==> src/rtl/RS5_pkg.sv <==
// RS5_pkg: shared types for the register-bank write-back arbiter.
//
// Contents:
//   wbarb_state_e - arbiter FSM state (IDLE, HELD, FORCE)
//   WBARB_AGE_W   - width of the held-entry age counter
package RS5_pkg;

  // IDLE  : holding register empty
  // HELD  : holding register full, waiting for a free port cycle
  // FORCE : holding register full and aged out; retire is stalled this cycle
  typedef enum logic [1:0] {
    IDLE  = 2'd0,
    HELD  = 2'd1,
    FORCE = 2'd2
  } wbarb_state_e;

  localparam int WBARB_AGE_W = 4;

endpackage : RS5_pkg

==> src/rtl/writeback_arbiter.sv <==
// writeback_arbiter: shares the single register-bank write port between the
// in-order retire path (always priority) and the multiply/divide unit. An MDU
// result that cannot be written at once is parked in a one-entry holding
// register; an age counter bounds its wait, after which retire is stalled for
// one cycle so the held result can drain.
//
// Optional feature macro: WB_ARBITER_BYPASS_EN
//   defined   - in IDLE, an rd!=0 MDU transfer with no effective retire write
//               goes straight to the port in the same cycle.
//   undefined - every rd!=0 MDU transfer is captured first (>=1 cycle latency).
//
// Parameters:
//   STARVE_LIMIT           blocked cycles tolerated before forcing a drain (1..15)
// Ports:
//   clk, reset             core clock; asynchronous active-high reset
//   retire_we_i/rd_i/data_i retire write request
//   mdu_valid_i/rd_i/data_i MDU result handshake; mdu_ready_o accepts it
//   stall_o                retire write not performed this cycle
//   regbank_*_o            register bank write port
//   held_valid_o/held_rd_o pending MDU entry, for decode RAW interlock
module writeback_arbiter
  import RS5_pkg::*;
#(
  parameter int STARVE_LIMIT = 4
) (
  input  logic        clk,
  input  logic        reset,
  input  logic        retire_we_i,
  input  logic [4:0]  retire_rd_i,
  input  logic [31:0] retire_data_i,
  input  logic        mdu_valid_i,
  input  logic [4:0]  mdu_rd_i,
  input  logic [31:0] mdu_data_i,
  output logic        mdu_ready_o,
  output logic        stall_o,
  output logic        regbank_write_enable_o,
  output logic [4:0]  regbank_addr_o,
  output logic [31:0] regbank_data_o,
  output logic        held_valid_o,
  output logic [4:0]  held_rd_o
);

  localparam logic [WBARB_AGE_W-1:0] LIMIT = WBARB_AGE_W'(STARVE_LIMIT);

  wbarb_state_e           state_reg, state_next;
  logic [WBARB_AGE_W-1:0] age_reg, age_next;
  logic [4:0]             held_rd_reg, held_rd_next;
  logic [31:0]            held_data_reg, held_data_next;

  logic        retire_eff;
  logic        ready;
  logic        stall;
  logic        we;
  logic [4:0]  addr;
  logic [31:0] data;

  // Writes to x0 are architectural no-ops and never claim the port.
  assign retire_eff = retire_we_i && (retire_rd_i != 5'd0);

  always_comb begin
    state_next     = state_reg;
    age_next       = age_reg;
    held_rd_next   = held_rd_reg;
    held_data_next = held_data_reg;
    ready          = 1'b0;
    stall          = 1'b0;
    we             = 1'b0;
    addr           = 5'd0;
    data           = 32'd0;

    unique case (state_reg)
      IDLE: begin
        ready = 1'b1;
        if (retire_eff) begin
          we   = 1'b1;
          addr = retire_rd_i;
          data = retire_data_i;
        end
        // rd==0 transfers are accepted and silently dropped.
        if (mdu_valid_i && (mdu_rd_i != 5'd0)) begin
`ifdef WB_ARBITER_BYPASS_EN
          if (!retire_eff) begin
            we   = 1'b1;
            addr = mdu_rd_i;
            data = mdu_data_i;
          end else begin
            held_rd_next   = mdu_rd_i;
            held_data_next = mdu_data_i;
            age_next       = '0;
            state_next     = HELD;
          end
`else
          held_rd_next   = mdu_rd_i;
          held_data_next = mdu_data_i;
          age_next       = '0;
          state_next     = HELD;
`endif
        end
      end

      HELD: begin
        if (!retire_eff) begin
          we         = 1'b1;
          addr       = held_rd_reg;
          data       = held_data_reg;
          state_next = IDLE;
        end else begin
          we   = 1'b1;
          addr = retire_rd_i;
          data = retire_data_i;
          if (retire_rd_i == held_rd_reg) begin
            // Younger retire write to the same register: held value is dead.
            state_next = IDLE;
          end else begin
            age_next = age_reg + 1'b1;
            if (age_next == LIMIT) begin
              state_next = FORCE;
            end
          end
        end
      end

      FORCE: begin
        we         = 1'b1;
        addr       = held_rd_reg;
        data       = held_data_reg;
        stall      = 1'b1;
        state_next = IDLE;
      end

      default: begin
        state_next = IDLE;
      end
    endcase
  end

  always_ff @(posedge clk or posedge reset) begin
    if (reset) begin
      state_reg     <= IDLE;
      age_reg       <= '0;
      held_rd_reg   <= 5'd0;
      held_data_reg <= 32'd0;
    end else begin
      state_reg     <= state_next;
      age_reg       <= age_next;
      held_rd_reg   <= held_rd_next;
      held_data_reg <= held_data_next;
    end
  end

  // Outputs are held at zero for as long as reset is asserted, not just
  // after the registers have been cleared.
  assign mdu_ready_o            = ready && !reset;
  assign stall_o                = stall && !reset;
  assign regbank_write_enable_o = we && !reset;
  assign regbank_addr_o         = reset ? 5'd0 : addr;
  assign regbank_data_o         = reset ? 32'd0 : data;
  assign held_valid_o           = (state_reg != IDLE) && !reset;
  assign held_rd_o              = held_valid_o ? held_rd_reg : 5'd0;

endmodule : writeback_arbiter

==> config.mk <==
export PLATFORM = sky130hd
export DESIGN_NAME = writeback_arbiter
export DESIGN_NICKNAME = d
export VERILOG_FILES = /design/src/rtl/RS5_pkg.sv /design/src/rtl/writeback_arbiter.sv
export SDC_FILE = /design/constraint.sdc
export NUM_CORES = 1
export LEC_CHECK = 0
export CORE_ASPECT_RATIO = 0.6
export CORE_MARGIN = 3
export CORE_UTILIZATION = 47
export CTS_BUF_LIST = sky130_fd_sc_hd__clkbuf_4
export DETAILED_ROUTE_END_ITERATION = 8
export PLACE_DENSITY = 0.94
export REMOVE_ABC_BUFFERS = 1
export SLEW_MARGIN = 20
export SYNTH_ARGS = -nofsm -noshare
export SYNTH_HDL_FRONTEND = slang
export SYNTH_SLANG_ARGS = --single-unit
==> constraint.sdc <==
create_clock -name clk -period 5.1 [get_ports clk]
set_input_delay 1.02 -clock clk [delete_from_list [all_inputs] [get_ports clk]]
set_output_delay 1.02 -clock clk [all_outputs]
set_load 0.01 [all_outputs]
==> impl_metrics.tcl <==
set metrics [dict create \
    status "finished clean" \
    power.total_uw 1750 \
    utilization_pct 72.0 \
    startpoint_type "input port" \
    cap_violations 0 \
    routed_via_density 5.39 \
    slew_headroom_pct 28.4 \
    antenna_found_initial 0 \
    synthTopCellsByArea "dfrtp_1 (38%), a22oi_2 (13%), mux2_2 (13%), nor2_2 (6.7%), ha_1 (2.7%)" \
    rsz0062_at_grt "false" \
    criticalPathCategory "input port to output port" \
    cpLargestDelayFamily "buffers and inverters" \
    path_depth 8 \
    diodes 0 \
    ctsHoldBuffers 0 \
    grt_first_pass_wirelength_um 11900 \
    cp_max_fo 18 \
    slowest_delay_ps 580 \
    dr.first_iter.drc_count 71 \
    final_nets 446 \
    hold_depth 1 \
    finalCritPeriodShare_pct 90.3 \
    core_area_um2 5680 \
    period_needed_ps 4600 \
    avgSynthCellArea_um2 11.5 \
    fillerInstances 440 \
    wl_um 7400 \
    fmax_ghz 0.217 \
    p_leak_uw 0.00157 \
    clkLatencyLatePin_ps 350 \
    dr.pass1.iters 4 \
    start_util_pct 49.3 \
    rows 21 \
    synth_warnings 0 \
    cts-buffers-inserted 5 \
    drcViolationCount 0 \
    cts_sinks 43 \
    tightestPinTransition_ps 1070 \
    slowest_stage "or4_4" \
    grt_overflow_total 0 \
    ys_seq_area_share_pct 38.5 \
    dp_cells 435 \
    required_ps 4080 \
    rr_worst_depth 5 \
    crit_arrival_ps 3580 \
    htree_levels 2 \
    routed-via-count 2382 \
    cts_root_buffer "clkbuf_4" \
    hpwl_um 5560 \
    wl_per_cell_um 16.7 \
    die_h_um 65.8 \
    cts_tree "built" \
    clk_path_buf_depth 2 \
    yosys.area.top_type_share_pct 38.5 \
    skew_ps 6.65 \
    instances_no_fill 442 \
    hold_violations 0 \
    cts_setup_buffers 0 \
    powerDensity_nw_per_um2 429 \
    ys_ff_latch 43 \
    synthCells 244 \
    dieArea_um2 6940 \
    critical_path.cell_chain "clkdlybuf4s50_1 > or4_4 > o21ai_4 > a21o_2 > buf_4 > a22oi_1 > nor2_1 > clkdlybuf4s50_1" \
    ir_drop_uv 209 \
    hold_class "flip-flop to flip-flop" \
    grt_max_degree 44 \
    track_usage_pct 21.8 \
    syn_to_final_growth_pct 46.0 \
    postCtsResizedCells 0 \
    path_buf_inv 3 \
    port_buffers 123 \
    seqCellArea_um2 1080 \
    yosysTopAreaCell "dfrtp_1" \
    largest_reg_flops 32 \
    die_w_um 106 \
    syn_area_um2 2800 \
    final_max_slew_viol_count 0 \
    multi_input_area_um2 1550 \
    grt_pass1_vias 2459 \
    ant_nets 0 \
    setup_viol 0 \
    ys_types 41 \
    place_congestion 0.933 \
    drive_gt1_share_pct 30.9 \
    ios 124 \
    tns_ps 0 \
    end_kind "output port" \
    path_common_cell "clkdlybuf4s50_1" \
    cts.clk_slew.worst_paths_ps 120 \
]
==> area by class of cell <==
class / instances / share of cell area, %
clock buffer: 6 / 1.10
clock inverter: 1 / 0.735
inverter: 6 / 0.551
multi-input combinational: 179 / 37.9
sequential: 43 / 26.3
tap: 80 / 2.45
timing repair buffer: 127 / 30.9
==> synthesized netlist by cell type (all sizes together) <==
library cell,count
dfrtp,43
ha,6
o31ai,1
or4,2
and4b,1
and2,5
clkbuf,5
nand4,2
a22oi,37
inv,6
a41oi,1
a41o,1
a21bo,1
and3b,1
a31oi,4
mux2i,1
and3,1
o211ai,2
buf,11
a21o,1
nand2,6
nor2,47
o21a,2
or2,1
a31o,1
xor2,3
nor3,1
nor2b,2
o21ai,5
mux2,38
nand3,2
xnor2,2
a21oi,2
==> cell usage in the layout, fill, tap and decap left out, drive strengths merged, types with 5 or more instances in the layout <==
master / netlist / layout
o21ai: 5 / 5
ha: 6 / 6
clkdlybuf4s50: 0 / 123
mux2: 38 / 38
inv: 6 / 6
clkbuf: 5 / 6
dfrtp: 43 / 43
nor2: 47 / 47
and2: 5 / 5
a22oi: 37 / 37
nand2: 6 / 6
==> kinds of logic (layout without fill, tap and decap cells) <==
logic type	count (synthesis)	in the layout	synth area share (%)
adder cells (fa/ha/maj)	6	6	2.68
multiplexers	39	39	15.7
XOR/XNOR	5	5	1.57
buffers and inverters	22	140	6.44
flip-flops	43	43	38.5
AO/OA/AOI/OAI	58	58	20.8
AND/OR/NAND/NOR	71	71	14.4
==> stage by stage <==
step	cell area, µm²	hold slack [ps]	setup slack, ps
after floorplan	2640	465	564
after global placement	4010	479	535
after detailed placement	4010	491	520
after CTS	4090	520	519
after global routing	4090	541	400
final	4090	517	496
==> power breakdown <==
group	switching, µW	internal (µW)	total [µW]
clock	109	106	216
sequential	134	504	639
combinational	409	491	900
total	653	1100	1750
==> path summary, 6_finish.rpt <==
path                                     end               from  slack, ps
max                        regbank_addr_o[0]     retire_rd_i[1]        500
min                        held_data_reg[31]  held_data_reg[31]        520
max reg2reg                       age_reg[3]     held_rd_reg[1]       3050
min reg2reg                held_data_reg[31]  held_data_reg[31]        520
max in group asynchronous  held_data_reg[10]              reset       3280
min in group asynchronous     held_rd_reg[2]              reset       1260
==> routing by layer <==
layer	up-vias	track usage, %	routed length [µm]
li1	1117	-	-
met1	1140	27.1	3170
met2	111	35.4	3410
met3	14	7.56	671
met4	0	8.24	150
met5	-	0	0
(Power assumes the default switching activity.)
